[config.mk]
export PLATFORM = sky130hd
export DESIGN_NAME = mips_multicycle_ctrl_flat
export DESIGN_NICKNAME = d
export VERILOG_FILES = /design/src/rtl/mips_multicycle_ctrl_if.sv /design/src/rtl/mips_multicycle_ctrl.sv /design/src/flat_wrapper.sv
export SDC_FILE = /design/constraint.sdc
export NUM_CORES = 1
export LEC_CHECK = 0
export ABC_AREA = 1
export BUFFER_PORTS_ARGS = -buffer_cell sky130_fd_sc_hd__buf_2
export CORE_UTILIZATION = 35
export DETAILED_ROUTE_END_ITERATION = 16
export GPL_TIMING_DRIVEN = 1
export PLACE_DENSITY = 0.69
export SETUP_SLACK_MARGIN = 0.02
export SLEW_MARGIN = 10
export SYNTH_ARGS = -nofsm -noshare
export SYNTH_HDL_FRONTEND = slang
export SYNTH_SLANG_ARGS = --single-unit
[constraint.sdc]
create_clock -name clk -period 1.8 [get_ports clk]
set_clock_uncertainty 0.1 [all_clocks]
set_input_delay 0.18 -clock clk [delete_from_list [all_inputs] [get_ports clk]]
set_output_delay 0.18 -clock clk [all_outputs]
set_load 0.02 [all_outputs]
[src/rtl/mips_multicycle_ctrl_if.sv]
//==============================================================================
// Module   : mips_multicycle_ctrl_if
// Brief    : Bus between the IR/ALU/memory side and the multicycle MIPS controller
// Revision : 1.0
//==============================================================================
`default_nettype none

interface mips_multicycle_ctrl_if #(
    parameter int ST_W = 4
);
    logic [5:0]      opcode;
    logic [5:0]      funct;
    logic            zero;
    logic            mem_ready;
    logic            mem_read;
    logic            mem_write;
    logic            iord;
    logic            ir_write;
    logic            pc_en;
    logic [1:0]      pc_src;
    logic            reg_write;
    logic            reg_dst;
    logic            mem_to_reg;
    logic            alu_src_a;
    logic [1:0]      alu_src_b;
    logic [3:0]      alu_ctrl;
    logic            illegal_op;
    logic [ST_W-1:0] state;

    modport master (
        input  opcode, funct, zero, mem_ready,
        output mem_read, mem_write, iord, ir_write, pc_en, pc_src,
               reg_write, reg_dst, mem_to_reg, alu_src_a, alu_src_b,
               alu_ctrl, illegal_op, state
    );

    modport slave (
        output opcode, funct, zero, mem_ready,
        input  mem_read, mem_write, iord, ir_write, pc_en, pc_src,
               reg_write, reg_dst, mem_to_reg, alu_src_a, alu_src_b,
               alu_ctrl, illegal_op, state
    );
endinterface

`default_nettype wire

[src/rtl/mips_multicycle_ctrl.sv]
//==============================================================================
// Module   : mips_multicycle_ctrl
// Brief    : Main control FSM for the multicycle MIPS datapath with a
//            ready/valid memory handshake
// Revision : 1.0
//==============================================================================
`default_nettype none

module mips_multicycle_ctrl #(
    parameter int N    = 32,
    parameter int ST_W = 4
) (
    input  wire logic              clk,
    input  wire logic              rst_n,
    mips_multicycle_ctrl_if.master bus
);

    if (N < 8 || ST_W < 4) begin : g_param_check
        $error("mips_multicycle_ctrl: N must be >= 8 and ST_W >= 4");
    end

    typedef enum logic [ST_W-1:0] {
        S_FETCH  = ST_W'(0),
        S_DECODE = ST_W'(1),
        S_MEMADR = ST_W'(2),
        S_MEMRD  = ST_W'(3),
        S_MEMWB  = ST_W'(4),
        S_MEMWR  = ST_W'(5),
        S_REX    = ST_W'(6),
        S_RWB    = ST_W'(7),
        S_BRANCH = ST_W'(8),
        S_ADDIEX = ST_W'(9),
        S_ADDIWB = ST_W'(10),
        S_JUMP   = ST_W'(11)
    } state_t;

    localparam logic [5:0] c_OP_RTYPE = 6'b000000;
    localparam logic [5:0] c_OP_J     = 6'b000010;
    localparam logic [5:0] c_OP_BEQ   = 6'b000100;
    localparam logic [5:0] c_OP_BNE   = 6'b000101;
    localparam logic [5:0] c_OP_ADDI  = 6'b001000;
    localparam logic [5:0] c_OP_LW    = 6'b100011;
    localparam logic [5:0] c_OP_SW    = 6'b101011;

    localparam logic [5:0] c_FN_ADD = 6'b100000;
    localparam logic [5:0] c_FN_SUB = 6'b100010;
    localparam logic [5:0] c_FN_AND = 6'b100100;
    localparam logic [5:0] c_FN_OR  = 6'b100101;
    localparam logic [5:0] c_FN_SLT = 6'b101010;

    localparam logic [3:0] c_ALU_AND = 4'b0000;
    localparam logic [3:0] c_ALU_OR  = 4'b0001;
    localparam logic [3:0] c_ALU_ADD = 4'b0010;
    localparam logic [3:0] c_ALU_SUB = 4'b0110;
    localparam logic [3:0] c_ALU_SLT = 4'b0111;

    state_t     r_state;
    state_t     w_next_state;
    logic       w_mem_read;
    logic       w_mem_write;
    logic       w_iord;
    logic       w_ir_write;
    logic       w_pc_en;
    logic [1:0] w_pc_src;
    logic       w_reg_write;
    logic       w_reg_dst;
    logic       w_mem_to_reg;
    logic       w_alu_src_a;
    logic [1:0] w_alu_src_b;
    logic [3:0] w_alu_ctrl;
    logic       w_illegal_op;

    always_ff @(posedge clk or negedge rst_n) begin
        if (!rst_n) begin
            r_state <= S_FETCH;
        end else begin
            r_state <= w_next_state;
        end
    end

    // Mealy decode: handshake completion and branch outcome act in the same cycle.
    always_comb begin
        w_next_state = r_state;
        w_mem_read   = 1'b0;
        w_mem_write  = 1'b0;
        w_iord       = 1'b0;
        w_ir_write   = 1'b0;
        w_pc_en      = 1'b0;
        w_pc_src     = 2'b00;
        w_reg_write  = 1'b0;
        w_reg_dst    = 1'b0;
        w_mem_to_reg = 1'b0;
        w_alu_src_a  = 1'b0;
        w_alu_src_b  = 2'b00;
        w_alu_ctrl   = c_ALU_ADD;
        w_illegal_op = 1'b0;

        case (r_state)
            S_FETCH: begin
                w_mem_read  = 1'b1;
                w_alu_src_b = 2'b01;
                if (bus.mem_ready) begin
                    w_ir_write   = 1'b1;
                    w_pc_en      = 1'b1;
                    w_next_state = S_DECODE;
                end
            end
            S_DECODE: begin
                w_alu_src_b = 2'b11;
                case (bus.opcode)
                    c_OP_LW, c_OP_SW:   w_next_state = S_MEMADR;
                    c_OP_RTYPE:         w_next_state = S_REX;
                    c_OP_BEQ, c_OP_BNE: w_next_state = S_BRANCH;
                    c_OP_ADDI:          w_next_state = S_ADDIEX;
                    c_OP_J:             w_next_state = S_JUMP;
                    default: begin
                        w_illegal_op = 1'b1;
                        w_next_state = S_FETCH;
                    end
                endcase
            end
            S_MEMADR: begin
                w_alu_src_a  = 1'b1;
                w_alu_src_b  = 2'b10;
                w_next_state = (bus.opcode == c_OP_SW) ? S_MEMWR : S_MEMRD;
            end
            S_MEMRD: begin
                w_mem_read = 1'b1;
                w_iord     = 1'b1;
                if (bus.mem_ready) begin
                    w_next_state = S_MEMWB;
                end
            end
            S_MEMWB: begin
                w_reg_write  = 1'b1;
                w_mem_to_reg = 1'b1;
                w_next_state = S_FETCH;
            end
            S_MEMWR: begin
                w_mem_write = 1'b1;
                w_iord      = 1'b1;
                if (bus.mem_ready) begin
                    w_next_state = S_FETCH;
                end
            end
            S_REX: begin
                w_alu_src_a  = 1'b1;
                w_next_state = S_RWB;
                case (bus.funct)
                    c_FN_ADD: w_alu_ctrl = c_ALU_ADD;
                    c_FN_SUB: w_alu_ctrl = c_ALU_SUB;
                    c_FN_AND: w_alu_ctrl = c_ALU_AND;
                    c_FN_OR:  w_alu_ctrl = c_ALU_OR;
                    c_FN_SLT: w_alu_ctrl = c_ALU_SLT;
                    default: begin
                        w_illegal_op = 1'b1;
                        w_next_state = S_FETCH;
                    end
                endcase
            end
            S_RWB: begin
                w_reg_write  = 1'b1;
                w_reg_dst    = 1'b1;
                w_next_state = S_FETCH;
            end
            S_BRANCH: begin
                w_alu_src_a  = 1'b1;
                w_alu_ctrl   = c_ALU_SUB;
                w_pc_src     = 2'b01;
                w_pc_en      = (bus.opcode == c_OP_BEQ) ? bus.zero : ~bus.zero;
                w_next_state = S_FETCH;
            end
            S_ADDIEX: begin
                w_alu_src_a  = 1'b1;
                w_alu_src_b  = 2'b10;
                w_next_state = S_ADDIWB;
            end
            S_ADDIWB: begin
                w_reg_write  = 1'b1;
                w_next_state = S_FETCH;
            end
            S_JUMP: begin
                w_pc_src     = 2'b10;
                w_pc_en      = 1'b1;
                w_next_state = S_FETCH;
            end
            default: begin
                w_next_state = S_FETCH;
            end
        endcase
    end

    // Reset drops any in-flight memory request immediately, not at the next edge.
    assign bus.mem_read   = rst_n & w_mem_read;
    assign bus.mem_write  = rst_n & w_mem_write;
    assign bus.iord       = rst_n & w_iord;
    assign bus.ir_write   = rst_n & w_ir_write;
    assign bus.pc_en      = rst_n & w_pc_en;
    assign bus.pc_src     = rst_n ? w_pc_src : 2'b00;
    assign bus.reg_write  = rst_n & w_reg_write;
    assign bus.reg_dst    = rst_n & w_reg_dst;
    assign bus.mem_to_reg = rst_n & w_mem_to_reg;
    assign bus.alu_src_a  = rst_n & w_alu_src_a;
    assign bus.alu_src_b  = rst_n ? w_alu_src_b : 2'b00;
    assign bus.alu_ctrl   = rst_n ? w_alu_ctrl : 4'b0000;
    assign bus.illegal_op = rst_n & w_illegal_op;
    assign bus.state      = rst_n ? r_state : S_FETCH;

endmodule

`default_nettype wire

[src/flat_wrapper.sv]
// flat-port wrapper written by rule: the top's interface ports become plain ports
module mips_multicycle_ctrl_flat 
#(
    parameter int N    = 32,
    parameter int ST_W = 4
)
  (clk, rst_n, bus_opcode, bus_funct, bus_zero, bus_mem_ready, bus_mem_read, bus_mem_write, bus_iord, bus_ir_write, bus_pc_en, bus_pc_src, bus_reg_write, bus_reg_dst, bus_mem_to_reg, bus_alu_src_a, bus_alu_src_b, bus_alu_ctrl, bus_illegal_op, bus_state);
  mips_multicycle_ctrl_if #(.ST_W(ST_W)) bus_i ();
  input  wire logic clk;
  input  wire logic rst_n;
  input wire logic [$bits(bus_i.opcode)-1:0] bus_opcode;
  input wire logic [$bits(bus_i.funct)-1:0] bus_funct;
  input wire logic [$bits(bus_i.zero)-1:0] bus_zero;
  input wire logic [$bits(bus_i.mem_ready)-1:0] bus_mem_ready;
  output wire logic [$bits(bus_i.mem_read)-1:0] bus_mem_read;
  output wire logic [$bits(bus_i.mem_write)-1:0] bus_mem_write;
  output wire logic [$bits(bus_i.iord)-1:0] bus_iord;
  output wire logic [$bits(bus_i.ir_write)-1:0] bus_ir_write;
  output wire logic [$bits(bus_i.pc_en)-1:0] bus_pc_en;
  output wire logic [$bits(bus_i.pc_src)-1:0] bus_pc_src;
  output wire logic [$bits(bus_i.reg_write)-1:0] bus_reg_write;
  output wire logic [$bits(bus_i.reg_dst)-1:0] bus_reg_dst;
  output wire logic [$bits(bus_i.mem_to_reg)-1:0] bus_mem_to_reg;
  output wire logic [$bits(bus_i.alu_src_a)-1:0] bus_alu_src_a;
  output wire logic [$bits(bus_i.alu_src_b)-1:0] bus_alu_src_b;
  output wire logic [$bits(bus_i.alu_ctrl)-1:0] bus_alu_ctrl;
  output wire logic [$bits(bus_i.illegal_op)-1:0] bus_illegal_op;
  output wire logic [$bits(bus_i.state)-1:0] bus_state;
  assign bus_i.opcode = bus_opcode;
  assign bus_i.funct = bus_funct;
  assign bus_i.zero = bus_zero;
  assign bus_i.mem_ready = bus_mem_ready;
  assign bus_mem_read = bus_i.mem_read;
  assign bus_mem_write = bus_i.mem_write;
  assign bus_iord = bus_i.iord;
  assign bus_ir_write = bus_i.ir_write;
  assign bus_pc_en = bus_i.pc_en;
  assign bus_pc_src = bus_i.pc_src;
  assign bus_reg_write = bus_i.reg_write;
  assign bus_reg_dst = bus_i.reg_dst;
  assign bus_mem_to_reg = bus_i.mem_to_reg;
  assign bus_alu_src_a = bus_i.alu_src_a;
  assign bus_alu_src_b = bus_i.alu_src_b;
  assign bus_alu_ctrl = bus_i.alu_ctrl;
  assign bus_illegal_op = bus_i.illegal_op;
  assign bus_state = bus_i.state;
  mips_multicycle_ctrl #(.N(N), .ST_W(ST_W)) u_core (.clk(clk), .rst_n(rst_n), .bus(bus_i));
endmodule
== Yosys cells after proc, flatten, opt, wreduce, memory -nomap -nowiden ==
Cells that the tools add are included.

* Register bits after elaboration: 4
* Output and inout bits: 22

* Reductions and logical operators: 12
* Mux-type cells: 29
* Bitwise gates (word level): 11
* Equal/unequal tests: 25

{| class="wikitable"
|+ Operator list
! cell !! number
|-
| equality test 6 bit (second input constant) || 7
|-
| case mux 4 bit (7 select lines) || 1
|-
| two-way mux 4 bit || 5
|-
| case mux 4 bit (5 select lines) || 1
|-
| equality test 4 x 3 -> 1 bit (second input constant) || 4
|-
| equality test 4 bit (second input constant) || 4
|-
| equality test 6 x 3 -> 1 bit (second input constant) || 2
|-
| two-way mux 1 bit || 12
|-
| case mux 3 bit (4 select lines) || 1
|-
| AND 1 bit || 10
|-
| OR reduction 2 bit || 5
|-
| equality test 4 x 2 -> 1 bit (second input constant) || 2
|-
| case mux 4 bit (2 select lines) || 1
|-
| OR reduction 7 bit || 1
|-
| equality test 6 x 2 -> 1 bit (second input constant) || 1
|-
| equality test 6 x 4 -> 1 bit (second input constant) || 1
|-
| logical NOT 6 bit || 1
|-
| two-way mux 3 bit || 2
|-
| != test 2 bit (second input constant) || 3
|-
| case mux 2 bit (3 select lines) || 1
|-
| OR reduction 5 bit || 1
|-
| equality test 4 x 1 -> 1 bit (second input constant) || 1
|-
| logical NOT 4 bit || 1
|-
| two-way mux 2 bit || 2
|-
| other kinds (7) || 7
|}

== Logic depth before layout (Yosys ltp) ==
Gate-level depths: netlist of run 1.

* Word-level depth: 5
* Mapped depth: 9

== Least setup slack after synthesis of run 1 ==
Ideal clock, no wire load.

* Path kind: reg2out
* Start point: reg u_core.r_state[2]
* End point: out bus_pc_en
* Setup slack: -0.072 ns
* Data arrival time: 1.592 ns
* Path buffers: 0
* Data required time: 1.520 ns
* Stages on the path, launching flop included: 8
* Cell sequence: dfrtp_1 -> inv_1 -> nand2_2 -> nor2_2 -> nand2_2 -> nor3_1 -> nor2_1 -> o21ai_1

* Cells in the longest elaborated chain, start to end: 3

{| class="wikitable"
|+ Ends and longest elaborated chain
! item !! RTL line !! text
|-
| start: declaration || mips_multicycle_ctrl.sv:57 || <nowiki>state_t r_state;</nowiki>
|-
| start signal: assignment || mips_multicycle_ctrl.sv:77 || <nowiki>r_state <= w_next_state;</nowiki>
|-
| equality test 4 bit / logical NOT 4 bit (equally long branches) || mips_multicycle_ctrl.sv:98 || <nowiki>case (r_state)</nowiki>
|-
| case mux 1 bit (3 select lines) (*) || mips_multicycle_ctrl.sv:98 ||
|-
| AND 1 bit (*) || mips_multicycle_ctrl.sv:198 || <nowiki>assign bus.pc_en = rst_n & w_pc_en;</nowiki>
|-
| end: declaration || flat_wrapper.sv:19 || <nowiki>output wire logic [$bits(bus_i.pc_en)-1:0] bus_pc_en;</nowiki>
|}

Mark *: on every way between the ends. The rest lies on a longest branch, timed or not.

== Worst setup path in the final report of run 1 ==
* Start point: reg u_core.r_state[2]
* End point: out bus_reg_write

* Cells in the longest elaborated chain, start to end: 4

{| class="wikitable"
|+ Ends and longest elaborated chain
! item !! RTL line !! text
|-
| equality test 4 bit / equality test 4 x 3 -> 1 bit (equally long branches) || mips_multicycle_ctrl.sv:98 ||
|-
| OR reduction 3 bit (no source line) (*) || - ||
|-
| two-way mux 1 bit (*) || mips_multicycle_ctrl.sv:98 ||
|-
| AND 1 bit (*) || mips_multicycle_ctrl.sv:200 || <nowiki>assign bus.reg_write = rst_n & w_reg_write;</nowiki>
|-
| end: declaration || flat_wrapper.sv:21 || <nowiki>output wire logic [$bits(bus_i.reg_write)-1:0] bus_reg_write;</nowiki>
|}

Marked as above.

==> flow_summary_export.csv, run 1 <==
group,metric,value,unit
route,routed-via-count,1000,
placement,gp_congestion,0.940,
sta,report.final.setup_viol,0,
clocking,cts_tree,"yes",
route,residual_drc_count,0,
clocking,h_tree_depth_reported_by_cts,1,
route,route.final.wire_length,2140,µm
run_status,status,"finished clean",
clocking,cts_inserted_buffers,3,
clocking,number_of_clock_sinks_seen_by_cts,4,
die,io-pin-count,38,
clocking,cts.clk_slew.worst_paths,40,ps
power,power.leakage,0.680,nW
die,floorplan.initialDensity,38.5,%
global_routing,global_route_wire_length_before_repair,3390,µm
route,dr.first_iter.drc_count,29,
synthesis,synth_seq_area_share,14.6,%
route,drtPass1Iterations,4,
placement,detailedPlacementHpwl,1620,µm
worst_setup_path,critPathArrivalTime,1500,ps
worst_setup_path,timing.critical_path.fanout_max,5,
route,final_antenna_net_count,0,
worst_setup_path,sequence_of_cells_on_the_critical_path,"nand2_1 -> inv_1 -> nand2_1 -> nor2_1 -> or3_1 -> buf_2",
placement,dpl-instance-area,891,µm²
synthesis,yosys_register_bits,4,
route,routed_via_density,4.76,
synthesis,synthesis.area_per_instance,5.12,µm²
sta,rsz0062_at_grt,"true",
global_routing,grt.total_usage,21.4,%
cells_and_area,design_area,1100,µm²
cells_and_area,number_of_flip_flops_in_the_largest_register,4,
route,post_drt_wl_per_cell,10.2,µm
clocking,clk_latency,230,ps
cells_and_area,fillers,166,
die,floorplan.die.height,46.3,µm
sta,timing.final.hold_violations,0,
cells_and_area,reg_top3,"u_core.r_state (4)",
cells_and_area,insertedDiodeCount,0,
worst_setup_path,crit_required,1520,ps
synthesis,yosysUniqueCellTypes,22,
global_routing,grt-ovfl-total,0,
clocking,clock_tree.buffer_depth,2,
worst_setup_path,critical_path_class,"register to output port",
global_routing,grt_pass1_vias,859,
die,core_area,1780,µm²
synthesis,synthesis.nets,150,
sta,fmaxAchievable,0.560,GHz
die,row_count,15,
worst_hold_path,holdCritPathClass,"input pin to register",
sta,slew_viol_final,0,
sta,min_period_over_period,99.2,%
cells_and_area,max_flop_register,"u_core.r_state",
global_routing,pin_count_of_the_biggest_net_entering_global_routing,11,
sta,postLayoutSetupSlackWorst,15.2,ps
worst_setup_path,timing.critical_path.to_type,"output port",
run,cap_violations,0,
sta,fin_hold_ws,227,ps
synthesis,synthesis.area,686,µm²
sta,min_period,1780,ps
synthesis,synthCells,134,
cells_and_area,nNetsFinal,203,
global_routing,antenna_found_initial,0,
worst_setup_path,timing.critical_path.slowest_stage_cell,"sky130_fd_sc_hd__dfrtp_2",
power,power.density,1170,nW/µm²
cells_and_area,area.growth.synth_to_final,60.4,%
die,floorplan.die_area,2140,µm²
synthesis,yosysWarnings,0,
power,max-vdd-ir-drop,575,µV
worst_setup_path,start_kind,"register",
placement,pre_cts_slack,155,ps
die,floorplan.die.width,46.3,µm
clocking,clock_tree.root_cell,"sky130_fd_sc_hd__clkbuf_4",
sta,finalSetupTns,0,ps
cells_and_area,layout-drive-gt1-share,41.6,%
worst_setup_path,worst_path_most_repeated_cell,"sky130_fd_sc_hd__nand2_1",
placement,port_buffers,36,
worst_setup_path,cp_slowest_stage_delay,450,ps
synth_stat cells:
master	n	area, µm²
sky130_fd_sc_hd__conb_1	1	3.75
sky130_fd_sc_hd__inv_1	25	93.8
sky130_fd_sc_hd__nand2_2	3	18.8
sky130_fd_sc_hd__dfrtp_1	4	100
sky130_fd_sc_hd__buf_4	1	7.51
sky130_fd_sc_hd__inv_2	2	7.51
sky130_fd_sc_hd__nor2_2	4	25.0
sky130_fd_sc_hd__nand3_1	13	65.1
sky130_fd_sc_hd__nand2_1	34	128
sky130_fd_sc_hd__a21boi_0	1	7.51
sky130_fd_sc_hd__a21oi_1	1	5.00
sky130_fd_sc_hd__nor3b_1	1	7.51
sky130_fd_sc_hd__or3_1	1	6.26
sky130_fd_sc_hd__nand4_1	3	18.8
sky130_fd_sc_hd__nand3b_1	1	7.51
sky130_fd_sc_hd__nor3_2	1	10.0
sky130_fd_sc_hd__buf_6	1	11.3
sky130_fd_sc_hd__o21ai_1	2	10.0
sky130_fd_sc_hd__nor2_4	1	11.3
sky130_fd_sc_hd__nor2_1	23	86.3
sky130_fd_sc_hd__nor3_1	5	25.0
sky130_fd_sc_hd__o21ai_0	6	30.0
metal layers:
| metal | vias to the layer above | global-route usage (%) | part of all wire (%) |
|---|---|---|---|
| met4 | 0 | 5.29 | 0.56 |
| met2 | 35 | 38.3 | 51 |
| li1 | 517 | - | - |
| met5 | - | 0 | 0 |
| met1 | 446 | 26.8 | 44 |
| met3 | 2 | 2.75 | 4.8 |
power breakdown:
part,switching [mW],internal [mW]
Sequential,0.0532,0.128
Combinational,0.591,0.404
Clock,0.0384,0.0747
Total,0.683,0.607
cell type report:
cell class | instances | area, µm² | area share [%]
Tap cell | 25 | 31.3 | 2.84
Timing Repair Buffer | 50 | 304 | 27.6
Clock buffer | 3 | 22.5 | 2.05
Multi-Input combinational cell | 101 | 534 | 48.6
Inverter | 27 | 104 | 9.44
Sequential cell | 4 | 104 | 9.44
metrics by stage:
step | power (mW) | std cells | util [%]
after floorplan | 0.666 | 134 | -
after global routing | 1.39 | 210 | 61.7
final | 1.29 | 210 | 61.7
after global placement | 0.872 | 194 | 50.0
after detailed placement | 0.877 | 194 | 50.0
after CTS | 1.11 | 203 | 57.1
kinds of logic (layout without fill, tap and decap cells):
kind of cell    after synthesis  in the layout  synth area share [%]
flops                         4              4                  14.6
other cells                   1              1                 0.547
compound gates               10             10                  7.66
buf+inv                      29             80                  17.5
simple gates                 90             90                  59.7
final timing paths:
path	from	endpoint	slack, ps	cells after the start
min in group asynchronous	rst_n	u_core.r_state[3]	370	2
max in group asynchronous	rst_n	u_core.r_state[2]	1040	2
max	u_core.r_state[2]	bus_reg_write	20	6
min	bus_opcode[2]	u_core.r_state[1]	230	4
min reg2reg	u_core.r_state[2]	u_core.r_state[2]	620	3
max reg2reg	u_core.r_state[2]	u_core.r_state[2]	350	9
worst max-delay path: cells and delay by family, from the launching register on:
family	cells	cell delay [ps]
and+or+nand+nor	4	620
DFF	1	450
buffers and inverters	2	200
cells in the final DEF, fill, tap and decap left out:
master,count
sky130_fd_sc_hd__o21ai_0,5
sky130_fd_sc_hd__nand2_1,33
sky130_fd_sc_hd__buf_4,17
sky130_fd_sc_hd__a21boi_0,1
sky130_fd_sc_hd__nand4_1,3
sky130_fd_sc_hd__dfrtp_1,1
sky130_fd_sc_hd__inv_1,22
sky130_fd_sc_hd__nor3_1,3
sky130_fd_sc_hd__buf_2,31
sky130_fd_sc_hd__conb_1,1
sky130_fd_sc_hd__nand2_2,1
sky130_fd_sc_hd__nor2_4,4
sky130_fd_sc_hd__nor3b_1,1
sky130_fd_sc_hd__dfrtp_2,3
sky130_fd_sc_hd__nand3b_1,1
sky130_fd_sc_hd__or3_1,1
sky130_fd_sc_hd__nor2_1,19
sky130_fd_sc_hd__nor3_4,2
sky130_fd_sc_hd__dlygate4sd3_1,1
sky130_fd_sc_hd__inv_2,4
sky130_fd_sc_hd__nor2_2,5
sky130_fd_sc_hd__buf_6,1
sky130_fd_sc_hd__o21ai_1,2
sky130_fd_sc_hd__inv_4,1
sky130_fd_sc_hd__o21ai_2,1
sky130_fd_sc_hd__nor3_2,1
sky130_fd_sc_hd__nand2_4,3
sky130_fd_sc_hd__nand3_1,13
sky130_fd_sc_hd__a21oi_1,1
sky130_fd_sc_hd__clkbuf_4,3
timing repair:
item	CTS	global route
buffers inserted	5	7
resized for setup	18	11
setup endpoints to repair	6	7
hold buffers	1	0
pin swaps	2	2
hold endpoints to repair	4	0
(Power assumes the default switching activity.)
==> inputs of run 2 (changes only) <==
--- a/config.mk
+++ b/config.mk
@@ -7,10 +7,12 @@
 export LEC_CHECK = 0
 export ABC_AREA = 1
 export BUFFER_PORTS_ARGS = -buffer_cell sky130_fd_sc_hd__buf_2
-export CORE_UTILIZATION = 35
+export CELL_PAD_IN_SITES_DETAIL_PLACEMENT = 1
+export CELL_PAD_IN_SITES_GLOBAL_PLACEMENT = 1
+export CORE_UTILIZATION = 28
 export DETAILED_ROUTE_END_ITERATION = 16
 export GPL_TIMING_DRIVEN = 1
-export PLACE_DENSITY = 0.69
+export PLACE_DENSITY = 0.85
 export SETUP_SLACK_MARGIN = 0.02
 export SLEW_MARGIN = 10
 export SYNTH_ARGS = -nofsm -noshare
==> flow_summary_export.csv, run 2 (synthesis gave the netlist of run 1 again) <==
group,metric,value,unit
power,power.density,1290,nW/µm²
placement,pre_cts_slack,179,ps
cells_and_area,layout_common_cells,"sky130_fd_sc_hd__nand2_1 (29), sky130_fd_sc_hd__buf_2 (29), sky130_fd_sc_hd__buf_4 (21)",
cells_and_area,nNetsFinal,206,
die,core_area,2250,µm²
clocking,number_of_clock_sinks_seen_by_cts,4,
route,drtPass1Iterations,4,
route,routed-via-count,1154,
power,power.total,1.52,mW
worst_setup_path,cp_slowest_stage_delay,460,ps
power,power.leakage,0.708,nW
sta,postLayoutSetupSlackWorst,-89.4,ps
route,routed_via_density,5.34,
worst_setup_path,crit_buf_inv,2,
die,floorplan.initialDensity,30.4,%
sta,fmaxAchievable,0.529,GHz
run_status,violated_checks,"negative setup slack",
worst_setup_path,path_delay_family,"flip-flops",
cells_and_area,number_of_flip_flops_in_the_largest_register,4,
die,floorplan.die.width,51.5,µm
worst_setup_path,critical_path_class,"register to output port",
placement,gp_congestion,0.838,
global_routing,grt.total_usage,26.1,%
worst_setup_path,timing.critical_path.fanout_max,6,
global_routing,pin_count_of_the_biggest_net_entering_global_routing,8,
worst_setup_path,critPathArrivalTime,1610,ps
sta,min_period_over_period,105,%
sta,slew_viol_final,0,
route,final_antenna_net_count,0,
cells_and_area,reg_top3,"u_core.r_state (4)",
global_routing,antenna_found_initial,0,
global_routing,global_route_wire_length_before_repair,5170,µm
clocking,cts.clk_slew.worst_paths,50,ps
route,dr.first_iter.drc_count,13,
power,max-vdd-ir-drop,599,µV
worst_setup_path,start_kind,"register",
global_routing,grt-ovfl-total,0,
route,route.final.wire_length,3910,µm
worst_setup_path,r2r_setup_slack,200,ps
clocking,cts_inserted_buffers,3,
run_status,status,"finished with violations",
sta,report.final.setup_viol,6,
worst_setup_path,crit_required,1520,ps
die,floorplan.die.height,51.5,µm
worst_setup_path,worstSetupStartpoint,"u_core.r_state[1]",
worst_setup_path,sequence_of_cells_on_the_critical_path,"buf_4 -> nor2_4 -> nand2_1 -> o21ai_2 -> o21ai_0 -> nand2_1 -> buf_4",
global_routing,grt_pass1_vias,1109,
worst_setup_path,setup.worst_path.end,"bus_alu_src_a",
clocking,clock_tree.buffer_depth,2,
clocking,clock_tree.root_cell,"sky130_fd_sc_hd__clkbuf_4",
clocking,clk_latency,250,ps
clocking,h_tree_depth_reported_by_cts,1,
worst_setup_path,rr_worst_depth,9,
worst_setup_path,critical_path.reg2reg.startpoint,"u_core.r_state[2]",
sta,min_period,1890,ps
route,residual_drc_count,0,
placement,port_buffers,36,
cells_and_area,layout-drive-gt1-share,47.9,%
clocking,cts_tree,"yes",
cells_and_area,insertedDiodeCount,0,
run,cap_violations,0,
die,floorplan.die_area,2650,µm²
sta,timing.final.hold_violations,0,
cells_and_area,max_flop_register,"u_core.r_state",
sta,rsz0062_at_grt,"true",
placement,detailedPlacementHpwl,2200,µm
route,post_drt_wl_per_cell,18.1,µm
worst_setup_path,timing.critical_path.slowest_stage_cell,"sky130_fd_sc_hd__dfrtp_2",
cells_and_area,area.growth.synth_to_final,71.0,%
worst_setup_path,timing.critical_path.to_type,"output port",
die,io-pin-count,38,
die,row_count,17,
worst_setup_path,timing.critical_path.depth,7,
worst_setup_path,timing.rr.end,"u_core.r_state[2]",
worst_hold_path,holdCritPathClass,"input pin to register",
[run 2: cell types whose count changed in the layout (fill, tap and decap cells not counted), moves of 2 or more]
cell,previous run,this run
sky130_fd_sc_hd__inv_2,4,7
sky130_fd_sc_hd__nor2_4,4,6
sky130_fd_sc_hd__inv_1,22,19
sky130_fd_sc_hd__nand2_2,1,4
sky130_fd_sc_hd__nor3_2,1,3
sky130_fd_sc_hd__buf_4,17,21
sky130_fd_sc_hd__nor3_1,3,1
sky130_fd_sc_hd__buf_2,31,29
sky130_fd_sc_hd__nand2_1,33,29
[run 2: how the worst min path moves through the flow]
stage / startpoint / endpoint / slack [ps] / depth (start not counted)
floorplan: rst_n / u_core.r_state[0] / -220 / 0
global placement: rst_n / u_core.r_state[0] / 80 / 2
detailed placement: rst_n / u_core.r_state[3] / 80 / 2
CTS: bus_mem_ready / u_core.r_state[1] / 210 / 4
global route: bus_mem_ready / u_core.r_state[1] / 250 / 4
finish: bus_mem_ready / u_core.r_state[1] / 230 / 4
[run 2: layout make-up]
cell class              count  area (µm²)
clock buffers               3        22.5
fillers                   317        1080
inverters                  27         104
multi-input cells         101         572
flip-flops and latches      4         104
well taps                  28        35.0
repair buffers             53         335
[run 2: worst register-to-register path, delay by kind of cell (launching register included)]
kind / cells / cell delay (ps)
buffers and inverters: 2 / 300
flip-flops: 1 / 480
AND/OR/NAND/NOR: 7 / 660
[run 2: stage by stage]
step / cells / util [%] / hold WS, ps / TNS (ps) / instance area [µm²]
detailed placement: 199 / 40.3 / 80.2 / 0 / 910
finish: 216 / 52.0 / 233 / -306 / 1170
global route: 216 / 52.0 / 248 / -744 / 1170
global placement: 199 / 40.3 / 82.5 / 0 / 910
CTS: 209 / 46.1 / 208 / 0 / 1040
floorplan: 134 / - / -216 / 0 / 691
[run 2: power by group]
group / internal [mW] / total, mW / switching, mW
clock network: 0.0755 / 0.125 / 0.0496
logic: 0.455 / 1.19 / 0.735
registers: 0.128 / 0.202 / 0.0742
total: 0.658 / 1.52 / 0.859
[run 2: layer usage]
metal / part of all wire, % / up-vias / track usage (%)
met3: 4.9 / 22 / 2.68
met5: 0 / - / 0
li1: - / 528 / -
met1: 39 / 550 / 28.9
met2: 50 / 54 / 49.8
met4: 6.0 / 0 / 9.91
[run 2: repair_timing]
action	in CTS	in global routing
hold buffers	1	0
gates cloned	0	0
pin swaps	3	9
gates resized for setup	19	27
buffers inserted	6	7
setup endpoints to repair	7	10
endpoints found under the hold margin	4	0
==> inputs of run 3 (changes only) <==
--- a/config.mk
+++ b/config.mk
@@ -9,12 +9,12 @@
 export BUFFER_PORTS_ARGS = -buffer_cell sky130_fd_sc_hd__buf_2
 export CELL_PAD_IN_SITES_DETAIL_PLACEMENT = 1
 export CELL_PAD_IN_SITES_GLOBAL_PLACEMENT = 1
-export CORE_UTILIZATION = 28
+export CORE_UTILIZATION = 30
+export CTS_BUF_LIST = sky130_fd_sc_hd__clkbuf_8
 export DETAILED_ROUTE_END_ITERATION = 16
 export GPL_TIMING_DRIVEN = 1
-export PLACE_DENSITY = 0.85
+export PLACE_DENSITY = 0.9
 export SETUP_SLACK_MARGIN = 0.02
-export SLEW_MARGIN = 10
 export SYNTH_ARGS = -nofsm -noshare
 export SYNTH_HDL_FRONTEND = slang
 export SYNTH_SLANG_ARGS = --single-unit
==> flow_summary_export.csv, run 3 (synthesis gave the netlist of run 1 again) <==
group,metric,value,unit
worst_setup_path,critical_path.reg2reg.startpoint,"u_core.r_state[1]",
sta,report.final.setup_viol,5,
sta,finalSetupTns,-183,ps
worst_hold_path,holdPathEnd,"u_core.r_state[1]",
power,part_of_the_total_power_dissipated_in_combinational_logic,74.1,%
sta,slew_viol_final,0,
sta,postLayoutSetupSlackWorst,-95.0,ps
cells_and_area,nNetsFinal,207,
cells_and_area,layout-drive-gt1-share,47.6,%
sta,rsz0062_at_grt,"true",
global_routing,grt.total_usage,27.1,%
die,io-pin-count,38,
worst_setup_path,cp_slowest_stage_delay,370,ps
power,max-vdd-ir-drop,863,µV
worst_setup_path,timing.critical_path.slowest_stage_cell,"sky130_fd_sc_hd__dfrtp_1",
sta,min_period,1890,ps
route,routed_via_density,5.13,
die,floorplan.die.height,49.8,µm
clocking,clock_tree.root_cell,"sky130_fd_sc_hd__clkbuf_8",
die,floorplan.initialDensity,33.3,%
global_routing,grt-ovfl-total,0,
route,residual_drc_count,0,
worst_setup_path,worst_path_most_repeated_cell,"sky130_fd_sc_hd__inv_2",
run_status,status,"finished with violations",
placement,pre_cts_slack,176,ps
worst_setup_path,timing.critical_path.to_type,"output port",
global_routing,antenna_found_initial,0,
route,dr.first_iter.drc_count,19,
worst_setup_path,rr_worst_depth,8,
worst_setup_path,start_kind,"register",
route,drtPass1Iterations,4,
global_routing,grt_pass1_vias,1117,
die,floorplan.die_area,2480,µm²
power,p_sw,0.805,mW
worst_hold_path,holdPathStages,4,
sta,fmaxAchievable,0.528,GHz
clocking,cts_tree,"yes",
cells_and_area,area.growth.synth_to_final,71.4,%
clocking,cts_inserted_buffers,3,
placement,port_buffers,36,
power,clock_power_share,12.6,%
die,core_area,2060,µm²
placement,numPlacedInstances,198,
route,route.final.wire_length,3630,µm
worst_setup_path,timing.critical_path.fanout_max,4,
power,power.density,1300,nW/µm²
global_routing,pin_count_of_the_biggest_net_entering_global_routing,8,
worst_setup_path,timing.rr.end,"u_core.r_state[1]",
cells_and_area,reg_top3,"u_core.r_state (4)",
clocking,clock_tree.buffer_depth,2,
route,post_drt_wl_per_cell,16.8,µm
worst_setup_path,crit_required,1520,ps
clocking,number_of_clock_sinks_seen_by_cts,4,
clocking,cts.clk_slew.worst_paths,40,ps
power,p_sw_share,52.9,%
cells_and_area,layout_common_cells,"sky130_fd_sc_hd__nand2_1 (29), sky130_fd_sc_hd__buf_2 (29), sky130_fd_sc_hd__buf_4 (22)",
worst_hold_path,holdCritPathClass,"input pin to register",
worst_setup_path,critical_path_class,"register to output port",
placement,detailedPlacementHpwl,2220,µm
die,floorplan.die.width,49.8,µm
worst_setup_path,r2r_setup_slack,230,ps
placement,gp_congestion,0.909,
route,final_antenna_net_count,0,
global_routing,global_route_wire_length_before_repair,5100,µm
sta,timing.final.hold_violations,0,
worst_hold_path,hp-start,"bus_mem_ready",
cells_and_area,number_of_flip_flops_in_the_largest_register,4,
power,power.internal,0.717,mW
clocking,h_tree_depth_reported_by_cts,1,
route,routed-via-count,1107,
run,cap_violations,0,
cells_and_area,insertedDiodeCount,0,
worst_setup_path,sequence_of_cells_on_the_critical_path,"inv_2 -> nor2_4 -> inv_2 -> nor3_1 -> nor2_1 -> o21ai_1 -> buf_4",
run_status,violated_checks,"negative setup slack",
power,power.leakage,0.706,nW
die,row_count,16,
cells_and_area,final-instance-count-excl-fill,216,
worst_setup_path,critPathArrivalTime,1610,ps
cells_and_area,max_flop_register,"u_core.r_state",
power,seqPwrFrac,13.3,%
clocking,clk_latency,220,ps
sta,min_period_over_period,105,%
[run 3: cell types whose count changed in the layout (fill, tap and decap cells not counted), moves of 2 or more]
cell | before | now
sky130_fd_sc_hd__clkbuf_4 | 3 | 0
sky130_fd_sc_hd__clkbuf_8 | 0 | 3
sky130_fd_sc_hd__nand2_2 | 4 | 7
sky130_fd_sc_hd__nand2_4 | 4 | 1
sky130_fd_sc_hd__nor3_1 | 1 | 3
[run 3: cell type report]
type / count / area [µm²]
clock buffer: 3 / 41.3
fill: 307 / 887
inverter: 27 / 104
multi-input combinational: 101 / 549
sequential: 4 / 104
tap: 27 / 33.8
timing repair buffer: 54 / 343
[run 3: power by group through the flow]
stage | sequential (mW) | combinational (mW) | clock (mW)
after CTS | 0.189 | 0.852 | 0.188
after global routing | 0.204 | 1.21 | 0.202
after detailed placement | 0.177 | 0.742 | 0
after floorplan | 0.168 | 0.498 | 0
after global placement | 0.174 | 0.715 | 0
final | 0.202 | 1.13 | 0.192
[run 3: critical path: cells and delay by family, from the launching register on]
family / cells / cell delay, ps
simple gates: 3 / 570
compound gates: 1 / 110
buf+inv: 3 / 340
flops: 1 / 370
[run 3: worst max path at each step]
| stage | startpoint | endpoint | depth (start not counted) | slack (ps) |
|---|---|---|---|---|
| CTS | u_core.r_state[1] | bus_pc_en | 8 | 4 |
| detailed placement | u_core.r_state[3] | bus_illegal_op | 8 | 180 |
| global route | u_core.r_state[3] | bus_pc_en | 8 | -140 |
| floorplan | u_core.r_state[0] | bus_pc_en | 4 | 30 |
| finish | u_core.r_state[3] | bus_pc_en | 7 | -90 |
| global placement | u_core.r_state[3] | bus_illegal_op | 8 | 230 |
[run 3: stage by stage]
step | area (µm²) | power, mW | util, % | hold WS, ps
final | 1170 | 1.52 | 57.0 | 255
after global routing | 1170 | 1.62 | 57.0 | 293
after CTS | 1050 | 1.23 | 50.9 | 260
after detailed placement | 908 | 0.920 | 44.1 | 87.0
after global placement | 908 | 0.888 | 44.1 | 81.9
after floorplan | 691 | 0.666 | - | -216
[run 3: routing by layer]
layer	GRT usage, %	vias to the layer above	routed length [µm]
li1	-	523	-
met2	49.8	43	1870
met1	33.2	533	1580
met5	0	-	0
met4	6.19	0	71
met3	2.78	8	111
[run 3: what timing repair did]
| action | 4_1_cts | 5_1_grt |
|---|---|---|
| pin swaps | 4 | 10 |
| endpoints found under the setup margin | 6 | 8 |
| gates resized for setup | 13 | 29 |
| setup buffers | 7 | 7 |
| hold buffers | 1 | 0 |
| hold endpoints to repair | 4 | 0 |
